--- src/rtl/mem_resp_stage_pkg.sv ---
// ============================================================================
// mem_resp_stage_pkg: load-op one-hot bit indices and MEM-stage defaults
// Rev 1.0
// ============================================================================
`default_nettype none

package mem_resp_stage_pkg;

  // One-hot load op layout, MSB first: {lw, lb, lbu, lh, lhu, lwl, lwr}
  localparam int c_op_w   = 7;
  localparam int c_op_lw  = 6;
  localparam int c_op_lb  = 5;
  localparam int c_op_lbu = 4;
  localparam int c_op_lh  = 3;
  localparam int c_op_lhu = 2;
  localparam int c_op_lwl = 1;
  localparam int c_op_lwr = 0;

  localparam int c_max_out_default = 2;

  typedef logic [c_op_w-1:0] load_op_t;

endpackage

`default_nettype wire

--- src/rtl/mem_resp_stage_load_align.sv ---
// ============================================================================
// load_align: combinational byte/half/word extraction and lwl/lwr merge
// Rev 1.0
// ============================================================================
`default_nettype none

module load_align
  import mem_resp_stage_pkg::*;
#(
  parameter bit LWLR_EN = 1'b1
) (
  input  logic [c_op_w-1:0] op,
  input  logic [1:0]        addr_lo,
  input  logic [31:0]       rdata,
  input  logic [31:0]       rt_value,
  output logic [31:0]       result
);

  logic [7:0]  w_byte;
  logic [15:0] w_half;
  logic [31:0] w_lwl;
  logic [31:0] w_lwr;

  always_comb begin
    case (addr_lo)
      2'd0:    w_byte = rdata[7:0];
      2'd1:    w_byte = rdata[15:8];
      2'd2:    w_byte = rdata[23:16];
      default: w_byte = rdata[31:24];
    endcase
  end

  assign w_half = addr_lo[1] ? rdata[31:16] : rdata[15:0];

  generate
    if (LWLR_EN) begin : g_lwlr
      // Little-endian: lwl fills from the MSB down, lwr from the LSB up
      always_comb begin
        case (addr_lo)
          2'd0: begin
            w_lwl = {rdata[7:0], rt_value[23:0]};
            w_lwr = rdata;
          end
          2'd1: begin
            w_lwl = {rdata[15:0], rt_value[15:0]};
            w_lwr = {rt_value[31:24], rdata[31:8]};
          end
          2'd2: begin
            w_lwl = {rdata[23:0], rt_value[7:0]};
            w_lwr = {rt_value[31:16], rdata[31:16]};
          end
          default: begin
            w_lwl = rdata;
            w_lwr = {rt_value[31:8], rdata[31:24]};
          end
        endcase
      end
    end else begin : g_no_lwlr
      assign w_lwl = '0;
      assign w_lwr = '0;
    end
  endgenerate

  always_comb begin
    result = '0;
    if (op[c_op_lw])       result = rdata;
    else if (op[c_op_lb])  result = {{24{w_byte[7]}}, w_byte};
    else if (op[c_op_lbu]) result = {24'd0, w_byte};
    else if (op[c_op_lh])  result = {{16{w_half[15]}}, w_half};
    else if (op[c_op_lhu]) result = {16'd0, w_half};
    else if (op[c_op_lwl]) result = w_lwl;
    else if (op[c_op_lwr]) result = w_lwr;
  end

endmodule

`default_nettype wire

--- src/rtl/mem_resp_stage.sv ---
// ============================================================================
// mem_resp_stage: MEM pipeline stage collecting load responses, with flush discard
// Rev 1.0
// ============================================================================
`default_nettype none

module mem_resp_stage
  import mem_resp_stage_pkg::*;
#(
  parameter int MAX_OUT = c_max_out_default,
  parameter bit LWLR_EN = 1'b1,
  parameter int CNT_W   = $clog2(MAX_OUT + 1)
) (
  input  logic              clk,
  input  logic              reset,
  input  logic              flush,
  input  logic              es_to_ms_valid,
  output logic              ms_allowin,
  input  logic [c_op_w-1:0] es_load_op,
  input  logic [1:0]        es_addr_lo,
  input  logic [31:0]       es_rt_value,
  input  logic [31:0]       es_alu_result,
  input  logic              es_gr_we,
  input  logic [4:0]        es_dest,
  input  logic [31:0]       es_pc,
  input  logic              es_ex,
  input  logic              es_req_sent,
  input  logic              es_flush_owed,
  input  logic              data_ok,
  input  logic [31:0]       rdata,
  input  logic              ws_allowin,
  output logic              ms_to_ws_valid,
  output logic [31:0]       ms_pc,
  output logic              ms_gr_we,
  output logic [4:0]        ms_dest,
  output logic [31:0]       ms_result,
  output logic              ms_ex,
  output logic              ms_fwd_valid,
  output logic              ms_fwd_stall
);

  logic              r_valid;
  logic              r_wait_data;
  logic              r_buf_valid;
  logic [31:0]       r_buf_data;
  logic [c_op_w-1:0] r_load_op;
  logic [1:0]        r_addr_lo;
  logic [31:0]       r_rt_value;
  logic [31:0]       r_alu_result;
  logic              r_gr_we;
  logic [4:0]        r_dest;
  logic [31:0]       r_pc;
  logic              r_ex;
  logic [CNT_W-1:0]  r_discard_cnt;

  logic              w_data_fresh;
  logic              w_ready_go;
  logic              w_transfer;
  logic              w_latch;
  logic              w_ms_owes;
  logic              w_dec;
  logic [1:0]        w_inc;
  logic [CNT_W+1:0]  w_cnt_sum;
  logic [31:0]       w_rdata;
  logic [31:0]       w_aligned;

  // A response only belongs to this stage once every discarded one has drained
  assign w_data_fresh   = data_ok && (r_discard_cnt == '0);
  assign w_ready_go     = !r_wait_data || r_buf_valid || w_data_fresh;
  assign ms_allowin     = !r_valid || (w_ready_go && ws_allowin);
  assign ms_to_ws_valid = r_valid && w_ready_go;
  assign w_transfer     = ms_to_ws_valid && ws_allowin;
  assign w_latch        = es_to_ms_valid && ms_allowin && !flush;

  always_ff @(posedge clk) begin
    if (reset) begin
      r_valid      <= 1'b0;
      r_wait_data  <= 1'b0;
      r_buf_valid  <= 1'b0;
      r_buf_data   <= '0;
      r_load_op    <= '0;
      r_addr_lo    <= '0;
      r_rt_value   <= '0;
      r_alu_result <= '0;
      r_gr_we      <= 1'b0;
      r_dest       <= '0;
      r_pc         <= '0;
      r_ex         <= 1'b0;
    end else if (flush) begin
      r_valid     <= 1'b0;
      r_wait_data <= 1'b0;
      r_buf_valid <= 1'b0;
    end else if (w_latch) begin
      r_valid      <= 1'b1;
      r_wait_data  <= (|es_load_op) && es_req_sent && !es_ex;
      r_buf_valid  <= 1'b0;
      r_load_op    <= es_load_op;
      r_addr_lo    <= es_addr_lo;
      r_rt_value   <= es_rt_value;
      r_alu_result <= es_alu_result;
      r_gr_we      <= es_gr_we;
      r_dest       <= es_dest;
      r_pc         <= es_pc;
      r_ex         <= es_ex;
    end else if (w_transfer) begin
      r_valid     <= 1'b0;
      r_wait_data <= 1'b0;
      r_buf_valid <= 1'b0;
    end else if (r_valid && r_wait_data && !r_buf_valid && w_data_fresh) begin
      r_buf_valid <= 1'b1;
      r_buf_data  <= rdata;
    end
  end

  // A response draining an older discarded request does not settle this one
  assign w_ms_owes = r_valid && r_wait_data && !r_buf_valid && !w_data_fresh;
  assign w_inc     = flush ? ({1'b0, w_ms_owes} + {1'b0, es_flush_owed}) : 2'd0;
  assign w_dec     = data_ok && (r_discard_cnt != '0);
  assign w_cnt_sum = {2'b00, r_discard_cnt} + {{CNT_W{1'b0}}, w_inc}
                   - {{(CNT_W + 1){1'b0}}, w_dec};

  always_ff @(posedge clk) begin
    if (reset) begin
      r_discard_cnt <= '0;
    end else if (w_cnt_sum > (CNT_W + 2)'(MAX_OUT)) begin
      r_discard_cnt <= CNT_W'(MAX_OUT);
    end else begin
      r_discard_cnt <= w_cnt_sum[CNT_W-1:0];
    end
  end

  always_ff @(posedge clk) begin
    if (!reset) begin
      assert (w_cnt_sum <= (CNT_W + 2)'(MAX_OUT))
        else $error("mem_resp_stage: discard counter exceeds MAX_OUT");
    end
  end

  assign w_rdata = r_buf_valid ? r_buf_data : rdata;

  load_align #(
    .LWLR_EN (LWLR_EN)
  ) u_load_align (
    .op       (r_load_op),
    .addr_lo  (r_addr_lo),
    .rdata    (w_rdata),
    .rt_value (r_rt_value),
    .result   (w_aligned)
  );

  assign ms_result    = (|r_load_op) ? w_aligned : r_alu_result;
  assign ms_pc        = r_pc;
  assign ms_dest      = r_dest;
  assign ms_ex        = r_valid && r_ex;
  assign ms_gr_we     = r_valid && r_gr_we && !r_ex;
  assign ms_fwd_valid = r_valid && r_gr_we;
  assign ms_fwd_stall = r_valid && r_wait_data && !r_buf_valid && !w_data_fresh;

endmodule

`default_nettype wire

--- config.mk ---
export PLATFORM = sky130hd
export DESIGN_NAME = mem_resp_stage
export DESIGN_NICKNAME = d
export VERILOG_FILES = /design/src/rtl/mem_resp_stage_pkg.sv /design/src/rtl/mem_resp_stage_load_align.sv /design/src/rtl/mem_resp_stage.sv
export SDC_FILE = /design/constraint.sdc
export NUM_CORES = 1
export LEC_CHECK = 0
export CAP_MARGIN = 20
export CORE_UTILIZATION = 49
export DETAILED_ROUTE_END_ITERATION = 8
export PLACE_DENSITY_LB_ADDON = 0.08
export SLEW_MARGIN = 10
export SYNTH_ARGS = -nofsm -noshare
export SYNTH_HDL_FRONTEND = slang
export SYNTH_SLANG_ARGS = --single-unit
--- constraint.sdc ---
create_clock -name clk -period 3.7 [get_ports clk]
set_input_delay 0.37 -clock clk [delete_from_list [all_inputs] [get_ports clk]]
set_output_delay 0.37 -clock clk [all_outputs]
set_load 0.02 [all_outputs]
=== Word-level counts from Yosys, hierarchy flattened ===
Index checks and enable logic that the tools add are counted.

* Memories: 0
* Memory bits (writable): 0
* Word-level logic and storage cells: 78
* Bits in latches: 0
* ROM bits: 0
* Register bits: 149

* Muxes and demuxes: 18
* Div/mod/pow operators: 0
* Reductions and logical operators: 37
* Bitwise logic cells: 3
* Eq/ne operators: 2
* Order comparisons: 1
* Multiply operators: 0
* Add/sub/neg operators: 3
* Shift operators: 0

{| class="wikitable"
|+ Operators with widths
! cell !! count
|-
| two-way mux 32 bit || 9
|-
| one-hot mux 32 bit (3 select lines) || 2
|-
| one-hot mux 8 bit (3 select lines) || 1
|-
| logical AND 1 bit || 16
|-
| two-way mux 16 bit || 1
|-
| OR reduction 7 bit || 2
|-
| logical NOT 1 bit || 7
|-
| > comparator 4 x 2 -> 1 bit (second input constant) || 1
|-
| logical NOT 2 bit || 2
|-
| two-way mux 2 bit || 2
|-
| AND reduction 4 bit || 1
|-
| nonzero test 2 bit || 2
|-
| OR reduction 2 bit || 2
|-
| OR reduction 4 bit || 1
|-
| subtractor 3 x 1 -> 4 bit || 1
|-
| adder 2 x 2 -> 3 bit || 1
|-
| logical OR 1 bit || 3
|-
| two-way mux 1 bit || 3
|-
| inverter 1 bit || 3
|-
| adder 1 x 1 -> 2 bit || 1
|-
| == test 2 x 1 -> 1 bit (second input constant) || 1
|-
| == test 2 bit (second input constant) || 1
|-
| AND reduction 2 bit || 1
|}

=== Longest topological paths before layout ===
Gate-level depths: netlist (run 1).

* Depth after elaboration: 10
* Depth in mapped cells: 14

=== Modules after synthesis ===
From an unflattened synthesis (run 1), not the netlist that was laid out.

* Cells, all modules: 1055
* Area total of the unflattened synthesis: 9596.7 sq um

{| class="wikitable"
|+ Modules (own cells, without submodules)
! module !! cells an instance !! instances !! area each (sq um)
|-
| mem_resp_stage || 751 || 1 || 7599.8
|-
| load_align || 304 || 1 || 1996.9
|}

=== Worst setup path after synthesis (run 1) ===
No wires, ideal clock.

* Path type: input to register
* From: in data_ok
* To: reg r_discard_cnt[1]
* Arrival: 2.589 ns
* Cell stages on the path: 13
* Data required time: 3.573 ns
* Setup time: 0.127 ns
* Setup slack: 0.983 ns
* Cell sequence: nor3b_1 > nor2_1 > and2_1 > ha_1 > nand2_1 > ha_1 > inv_1 > ha_1 > inv_1 > fa_1 > nor3b_1 > o21ai_0 > nor2b_1

* Cells in the longest elaborated chain, start to end: 9
* Elaborated cells on any way between the ends: 10
* Those cells by class: add/sub: 3; order compare: 1; mux: 2; reduce/logical: 4

{| class="wikitable"
|+ RTL lines
! item !! RTL line !! source
|-
| start, declared || mem_resp_stage.sv:29 || <nowiki>input logic data_ok,</nowiki>
|-
| logical AND 1 bit * || mem_resp_stage.sv:68 || <nowiki>assign w_data_fresh = data_ok && (r_discard_cnt == '0);</nowiki>
|-
| logical NOT 1 bit * || n/a ||
|-
| logical AND 1 bit * || n/a ||
|-
| via ms_fwd_stall || mem_resp_stage.sv:39 || <nowiki>output logic ms_fwd_stall</nowiki>
|-
| adder 1 x 1 -> 2 bit * || mem_resp_stage.sv:117 || <nowiki>assign w_inc = flush ? ({1'b0, w_ms_owes} + {1'b0, es_flush_owed}) : 2'd0;</nowiki>
|-
| two-way mux 2 bit * || mem_resp_stage.sv:117 ||
|-
| adder 2 x 2 -> 3 bit * || mem_resp_stage.sv:119 || <nowiki>assign w_cnt_sum = {2'b00, r_discard_cnt} + {{CNT_W{1'b0}}, w_inc}</nowiki>
|-
| subtractor 3 x 1 -> 4 bit * || mem_resp_stage.sv:120 || <nowiki>- {{(CNT_W + 1){1'b0}}, w_dec};</nowiki>
|-
| > comparator 4 x 2 -> 1 bit || mem_resp_stage.sv:125 || <nowiki>end else if (w_cnt_sum > (CNT_W + 2)'(MAX_OUT)) begin</nowiki>
|-
| two-way mux 2 bit * || mem_resp_stage.sv:125 ||
|-
| end signal, assigned || mem_resp_stage.sv:126 || <nowiki>r_discard_cnt <= CNT_W'(MAX_OUT);</nowiki>
|-
| end signal, assigned || mem_resp_stage.sv:128 || <nowiki>r_discard_cnt <= w_cnt_sum[CNT_W-1:0];</nowiki>
|-
| end, declared || mem_resp_stage.sv:54 || <nowiki>logic [CNT_W-1:0] r_discard_cnt;</nowiki>
|}

The timed path passes the listed nets; every way through them passes the cells marked *.
A chain may end at the register's enable or synchronous reset.

=== Worst setup path after layout (run 1) ===
* From: reg r_load_op[2]
* To: out ms_result[15]

* Cells in the longest elaborated chain, start to end: 6
* Elaborated cells on any way between the ends: 7
* Those cells by class: mux: 6; reduce/logical: 1

{| class="wikitable"
|+ RTL lines
! item !! RTL line !! source
|-
| start, declared || mem_resp_stage.sv:46 || <nowiki>logic [c_op_w-1:0] r_load_op;</nowiki>
|-
| start signal, assigned || mem_resp_stage.sv:97 || <nowiki>r_load_op <= es_load_op;</nowiki>
|-
| two-way mux 32 bit || mem_resp_stage_load_align.sv:70 || <nowiki>else if (op[c_op_lhu]) result = {16'd0, w_half};</nowiki>
|-
| two-way mux 32 bit || mem_resp_stage_load_align.sv:69 || <nowiki>else if (op[c_op_lh]) result = {{16{w_half[15]}}, w_half};</nowiki>
|-
| two-way mux 32 bit || mem_resp_stage_load_align.sv:68 || <nowiki>else if (op[c_op_lbu]) result = {24'd0, w_byte};</nowiki>
|-
| two-way mux 32 bit || mem_resp_stage_load_align.sv:67 || <nowiki>else if (op[c_op_lb]) result = {{24{w_byte[7]}}, w_byte};</nowiki>
|-
| two-way mux 32 bit || mem_resp_stage_load_align.sv:66 || <nowiki>if (op[c_op_lw]) result = rdata;</nowiki>
|-
| two-way mux 32 bit * || mem_resp_stage.sv:151 || <nowiki>assign ms_result = (|r_load_op) ? w_aligned : r_alu_result;</nowiki>
|-
| end, declared || mem_resp_stage.sv:36 || <nowiki>output logic [31:0] ms_result,</nowiki>
|}

Mark *: on every way between the ends. The rest lies on a longest branch, timed or not.

==> results, run 1 <==
- The setup total negative slack is 0 ns.
- The global route total overflow is 0.
- In this run the most critical hold path is launched from reset.
- During placement, the flow inserted port buffers numbering 226.
- Detailed routing inserted a total of 7,802 vias.
- In the finished design, the share of the clock period the worst path needs comes to 0.967.
- In the global route stage, overall resource usage came out at 0.307.
- The boundary pin count is 227.
- The setup violation total in the final timing report is 0.
- The peak supply drop is about 0.00043 V.
- The utilization after layout is 0.688.
- The total clock sinks is 149.
- The detailed placement HPWL is 20,000 um.
- The via count of the first global-routing pass came to around 7,600.
- The first detailed-routing pass took 7 iterations.
- The count of final hold-check violations came to 0.
- The category of the worst setup path capture point is an output port.
- Counting every net in the synthesized netlist gives 1,087.
- In the post-synthesis netlist, the cell with the most instances is sky130_fd_sc_hd__mux2i_1.
- The antenna diode count is 0.
- The number of synthesized flops with an enable pin is 0.
- The timing startpoint of the critical path is r_load_op[2].
- Measured along the x axis, the die boundary spans approximately 130 um.
- The pin count of the biggest net entering global routing is 83.
- After synthesis the cells add up to 0.00845 mm2.
- At the pin with the least slew margin, the transition time is between 0.9 and 1 ns.
- The post-layout total power is between 0.004 and 0.005 W.
- Each instance of the synthesized netlist takes up on average about 9.1 um2.
- The final layout contains routed wiring with a total length of 27,200 um.
- The count of final max-slew check failures is 0.
- Ranked by instance count, the synthesized netlist is headed by sky130_fd_sc_hd__mux2i_1 (191), sky130_fd_sc_hd__nor2_1 (190), sky130_fd_sc_hd__dfxtp_1 (149).
- The total number of yosys warnings is 0.
- The fraction of synthesized cell area taken by the top area cell type is 0.353.
- In this run the register-to-register setup slack is 0.78 ns.
- The path class of the tightest hold or removal check is in2reg.
- In this run, the number of DRC markers left after iteration 0 of detailed routing was 756.
- Across the routed clock network, the largest skew measured is 0.00723 ns.
- At the end of routability-driven placement, the weighted congestion stood at 0.981.
- For this design the ratio of total power to cell area is 398 mW/mm2.
- The worst path needs 3.58 ns of the cycle, external delays included.
- Data on the critical path is required at its endpoint by approximately 3.3 ns.
- TritonCTS built the clock tree.
- The remaining max-slew budget at the tightest pin is 0.345.
- Buffers added to address setup during post-CTS repair amount to 0.
- The floorplan step set the die height to 133 um.
- Buffers inserted during clock tree synthesis total 17.
- The post-synthesis register bit count is about 150.
- The gate count after technology mapping is 929.
- The max-cap violation count is 0.
- The maximum frequency from static timing analysis is 280 MHz.
- The run finished with clean final reports.
- The clock passes through at most 2 buffers.
- The top flip-flop cell by instance count after synthesis is sky130_fd_sc_hd__dfxtp_1.
- The count of cell types in the netlist is 53.
- The fraction of final layout cells sized beyond drive strength 1 is 0.102.
- The biggest fanout along the worst timing path is 14.
- For this run, the register share of the synthesized area comes to 0.353.
- In the synthesized netlist the async set-or-reset flop fraction comes to 0.
- Clock tree synthesis selected as its root buffer the cell sky130_fd_sc_hd__clkbuf_16.
- The startpoint type of the worst setup path is a flop.
- The number of cell rows is 47.
- The initial core utilization is 0.506.
- In the post-synthesis netlist, the biggest area contributors are sky130_fd_sc_hd__dfxtp_1 (35%), sky130_fd_sc_hd__mux2i_1 (23%), sky130_fd_sc_hd__nor2_1 (8.4%).
- The biggest area contributor in the post-synthesis netlist is sky130_fd_sc_hd__dfxtp_1.
- The reported leakage power is 4.17 nW.
- Using the TritonRoute via totals, the vias-per-cell ratio works out to 5.75.
- The area growth from synthesis to layout is 35.8%.
- The net count of the finished layout is 1,283.
- The data arrival time of the critical path is between 3 and 4 ns.
- After clock tree synthesis, the clock-pin slew on the worst setup and hold paths is 0.07 ns.
- The kind of critical path is reg2out.
- The wire length of the first global-routing pass is between 40,000 and 50,000 um.
- The average wire per standard cell is around 20 um.
- The clock reaches the later pin of the worst-skew pair after approximately 0.43 ns.
- The initial antenna violation count is 0.
- The area of the core is between 0.015 and 0.02 mm2.
- The die covers 0.0178 mm2.
- The deepest level of the CTS H-tree is 4.
- The launching point of the worst reg2reg path is r_buf_valid.
- Setup repair after global routing left no endpoint under its margin.
- After detailed routing, the number of remaining DRC violations is 0.
- The count of nets left with antenna violations once routing finished came out at 0.
-- routing by layer --
metal	track usage	up-vias	wire (um)
li1	-	3719	-
met1	0.411	3665	11700
met2	0.474	373	12200
met3	0.0750	45	2390
met4	0.121	0	858
met5	0	-	0
-- logic make-up (layout without fill, tap and decap cells) --
| group | after synthesis | in the layout | share of synthesized area |
|---|---|---|---|
| and+or+nand+nor | 297 | 297 | 0.153 |
| AOI/OAI and AO/OA | 156 | 156 | 0.121 |
| buffers and inverters | 87 | 296 | 0.0465 |
| DFF | 149 | 149 | 0.353 |
| adders and majority gates | 6 | 6 | 0.00977 |
| muxes | 234 | 234 | 0.317 |
-- per-stage QoR --
step	area, um2	setup slack, ns	hold slack (ns)	cells
final	11500	0.122	0.451	1358
after global routing	11500	0.0413	0.490	1358
after CTS	11500	0.0453	0.458	1358
after detailed placement	10900	0.276	0.483	1326
after global placement	10900	0.317	0.469	1326
after floorplan	8450	0.983	0.452	929
-- timing repair --
action	in CTS	in global routing
resized for setup	0	4
hold buffers	0	0
endpoints found under the setup margin	0	7
-- path summary, 6_finish.rpt --
kind                                          to  cells after the start
worst max register to register  r_discard_cnt[0]                     14
worst min-delay path              r_rt_value[20]                      2
worst max-delay path               ms_result[15]                      7
worst min register to register  r_alu_result[26]                      2
-- cell usage in the layout, fill, tap and decap left out, types with 9 or more instances in the layout --
master                            count
sky130_fd_sc_hd__a21oi_1             43
sky130_fd_sc_hd__mux4_2              25
sky130_fd_sc_hd__clkdlybuf4s50_1    225
sky130_fd_sc_hd__a221oi_1            10
sky130_fd_sc_hd__clkbuf_16           17
sky130_fd_sc_hd__inv_1               11
sky130_fd_sc_hd__nand2_1             39
sky130_fd_sc_hd__a211oi_1            19
sky130_fd_sc_hd__mux2_2              17
sky130_fd_sc_hd__a31oi_1              9
sky130_fd_sc_hd__buf_4               23
sky130_fd_sc_hd__dfxtp_1            147
sky130_fd_sc_hd__o21ai_0             22
sky130_fd_sc_hd__nor2_1             190
sky130_fd_sc_hd__nor2b_1             15
sky130_fd_sc_hd__a22o_1               9
sky130_fd_sc_hd__a22oi_1              9
sky130_fd_sc_hd__mux2i_1            189
sky130_fd_sc_hd__nand3_1             16
-- cell type report --
| cell class | count | area [um2] |
|---|---|---|
| Clock inverter | 13 | 113 |
| Tap cell | 220 | 275 |
| Clock buffer | 19 | 443 |
| Fill cell | 1446 | 5220 |
| Multi-Input combinational cell | 693 | 5100 |
| Sequential cell | 149 | 2990 |
| Timing Repair Buffer | 253 | 2520 |
| Inverter | 11 | 41.3 |
-- power by group --
group / internal [W] / switching, W / total (W)
Sequential: 0.00167 / 0.0000556 / 0.00172
Clock: 0.000896 / 0.000765 / 0.00166
Combinational: 0.000583 / 0.000610 / 0.00119
-- critical path, stage by stage (launching register included) --
cell                              delay [ns]
sky130_fd_sc_hd__dfxtp_1                0.41
sky130_fd_sc_hd__or4_1                  0.65
sky130_fd_sc_hd__o21ai_1                0.29
sky130_fd_sc_hd__buf_4                  0.23
sky130_fd_sc_hd__nor2_1                 0.05
sky130_fd_sc_hd__buf_4                  0.19
sky130_fd_sc_hd__o22ai_1                0.28
sky130_fd_sc_hd__clkdlybuf4s50_1        0.66
-- sequential cells by signal, indices dropped and copies added, names as in the netlist, 2 cells and up --
register and flops:
ms_pc 32, r_alu_result 32, r_buf_data 32, r_rt_value 32, r_load_op 7, ms_dest 5
r_addr_lo 2, r_discard_cnt 2
(Power assumes the default switching activity.)
==> inputs of run 2 (changes only) <==
CORE_UTILIZATION = 45   (was 49)
CTS_BUF_LIST = sky130_fd_sc_hd__clkbuf_4   (was unset)
==> run 2 against run 1 <==
Net effect:
- the flow now finishes with violations (DRC)
- non-clock buffer count grew 2
- register-to-register slack lost 0.15 ns
- first-iteration DRC count grew 9.7%
- utilization shrank 6.7 points
- sequential power is essentially flat
- clock skew grew 0.019 ns
- largest cell class unchanged
==> results, run 2 (synthesis results as in run 1) <==
- The utilization after layout came to 0.621 (-0.0671).
- The remaining max-slew budget at the tightest pin is 0.536 (+0.191).
- The CTS buffer count came to 17 (unchanged).
- Compared with the post-synthesis result, the final layout area differs by 33.7%.
- The area of the die is 0.0193 mm2 (+8.7%).
- The fraction of final layout cells sized beyond drive strength 1 is 0.106 (+0.00430).
- The kind of critical path is reg2out.
- The overall routing resource usage is 0.273 (-0.0340).
- The maximum frequency from static timing analysis is 279 MHz (-0.36%).
- The die extent in y is 139 um (+4.3%).
- The total instance count after detailed placement is 1,333 (+0.53%).
- The summed area of non-filler cells in the final layout is 0.0113 mm2 (-1.6%).
- The flow ran to the end, but the final reports show violations.
- The via count of the routed design is 7,809 (+0.090%).
- The setup violation total in the final timing report is 0 (unchanged).
- The worst setup path is launched from a flop.
- The worst setup path is captured at an output port.
- Setup repair after global routing left no endpoint under its margin.
- The commonest non-fill, non-tap cell in the layout is sky130_fd_sc_hd__clkdlybuf4s50_1.
- The number of fillers in the final layout is 1,641 (+13%).
- The transition time at the pin with the least slew margin is 0.677 ns (-0.302 ns).
- The share of the clock period used by the worst path after layout is 0.970 (+0.00349).
- The total clock sinks came to 149 (unchanged).
- The wire length of the first global-routing pass is 41,000 um (-2.9%).
- The initial core utilization is 0.464 (-0.0419).
- The time the worst path needs with I/O delays and setup is 3.59 ns (+0.0129 ns).
- The total length of routed wires came to 26,800 um (-1.4%).
- The boundary pin count is 227 (unchanged).
- The violation count after the first detailed-routing iteration is 829 (+9.7%).
- The TritonCTS clock tree is done.
- The detailed placement HPWL came to 19,500 um (-2.4%).
- The number of cell rows is 49 (+4.3%).
- The detail-routed via count per cell is 5.70 (-0.71%).
- The setup slack of the critical path after layout is 0.109 ns (-0.0129 ns).
- Leaving out fill and tap cells, the most frequent cells in the layout are sky130_fd_sc_hd__clkdlybuf4s50_1 (223), sky130_fd_sc_hd__mux2i_1 (190), sky130_fd_sc_hd__nor2_1 (187), sky130_fd_sc_hd__dfxtp_1 (147), sky130_fd_sc_hd__a21oi_1 (43).
- The global route total overflow is 0 (unchanged).
- The reported leakage power is 4.11 nW (-1.4%).
- The area of the core came to 0.0182 mm2 (+9.0%).
- The post-detailed-route count of antenna-violating nets came to 0 (unchanged).
- The post-layout total power is 0.00400 W (-13%).
- The max-cap violation count is 0 (unchanged).
- The path class of the tightest hold or removal check is in2reg.
- The net count of the finished layout came to 1,285 (+0.16%).
- The clock input transition at the sequential cells of the worst setup and hold paths is 0.14 ns (+0.07 ns).
- The length of the first detailed-routing pass in iterations is 9 (+2).
- The worst setup slack before clock tree synthesis is 0.262 ns (-0.0137 ns).
- The final non-filler cell total is 1,369 (+0.81%).
- The pin count of the biggest net entering global routing is 90 (+8.4%).
- In this run the clock root is driven by a sky130_fd_sc_hd__clkbuf_4.
- The required time of the critical path is 3.33 ns (about the same).
- The number of buffer cells added on primary ports is 226 (unchanged).
- The average wire per standard cell is 19.6 um (-2.2%).
- The power density over the cells was 354 mW/mm2 (-11%).
- The last weighted congestion value of the routability-driven placer is 0.998 (+1.7%).
- The count of final hold-check violations is 0 (unchanged).
- The initial antenna violation count was 2 (+2).
- The final reports fail on DRC.
- The setup clock skew after layout was 0.0260 ns (+0.0188 ns).
- The biggest fanout along the worst timing path came to 8 (-6).
- The placed instance area is 0.0109 mm2 (-0.26%).
- The detailed-route DRC error count is 11 (+11).
- The deepest level of the CTS H-tree is 4 (unchanged).
- The peak supply drop is 0.000234 V (-45%).
- The clock latency at the later pin of the worst-skew pair is 0.58 ns (+0.15 ns).
- The width of the chip is 139 um (+4.3%).
- The data arrival time of the critical path is 3.22 ns (about the same).
- The count of final max-slew check failures is 0 (unchanged).
- The via count of the first global-routing pass is 7,441 (-2.6%).
- The maximum buffer depth of the clock tree was 2 (unchanged).
run 2: what timing repair did:
item	CTS	global route
resized for setup	1	11
cloned	0	2
buffers inserted	0	2
pin swaps	0	0
endpoints found under the hold margin	0	0
hold buffers	0	0
endpoints found under the setup margin	13	27
run 2: worst paths after layout:
path | startpoint | end | slack, ns | cells past startpoint
worst max register to register | r_buf_valid | r_discard_cnt[0] | 0.63 | 15
worst max-delay path | r_addr_lo[0] | ms_result[23] | 0.11 | 6
worst min-delay path | reset | r_ex | 0.27 | 2
worst min register to register | r_alu_result[28] | r_alu_result[28] | 0.51 | 2
run 2: metrics by stage:
stage	hold slack, ns	setup TNS (ns)
after global placement	0.467	0
after global routing	0.287	0
after detailed placement	0.480	0
after CTS	0.272	-0.00942
after floorplan	0.452	0
final	0.273	0
run 2: power by group:
part / internal, W / switching (W)
sequential: 0.00167 / 0.0000527
combinational: 0.000582 / 0.000615
clock: 0.000480 / 0.000601
run 2: metal layers:
| layer | track usage | vias to the layer above | wire, um |
|---|---|---|---|
| met3 | 0.0577 | 38 | 2140 |
| met2 | 0.421 | 359 | 11900 |
| met1 | 0.378 | 3681 | 12100 |
| met5 | 0 | - | 0 |
| li1 | - | 3731 | - |
| met4 | 0.0912 | 0 | 620 |
run 2: layout make-up:
| cell class | count | area, um2 | area share |
|---|---|---|---|
| multi-input combinational | 693 | 5120 | 0.453 |
| tap | 229 | 287 | 0.0254 |
| antenna | 1 | 2.50 | 0.000221 |
| clock buffer | 19 | 143 | 0.0126 |
| sequential | 149 | 2990 | 0.265 |
| inverter | 11 | 41.3 | 0.00365 |
| timing repair buffer | 255 | 2560 | 0.227 |
| clock inverter | 12 | 156 | 0.0138 |
run 2: critical path, cell delays in order (launching register included):
cell and delay, ns:
sky130_fd_sc_hd__dfxtp_4 0.44, sky130_fd_sc_hd__mux4_2 0.53, sky130_fd_sc_hd__mux2_4 0.32, sky130_fd_sc_hd__and2_4 0.18
sky130_fd_sc_hd__or3_4 0.44, sky130_fd_sc_hd__and3_1 0.20, sky130_fd_sc_hd__clkdlybuf4s50_1 0.55
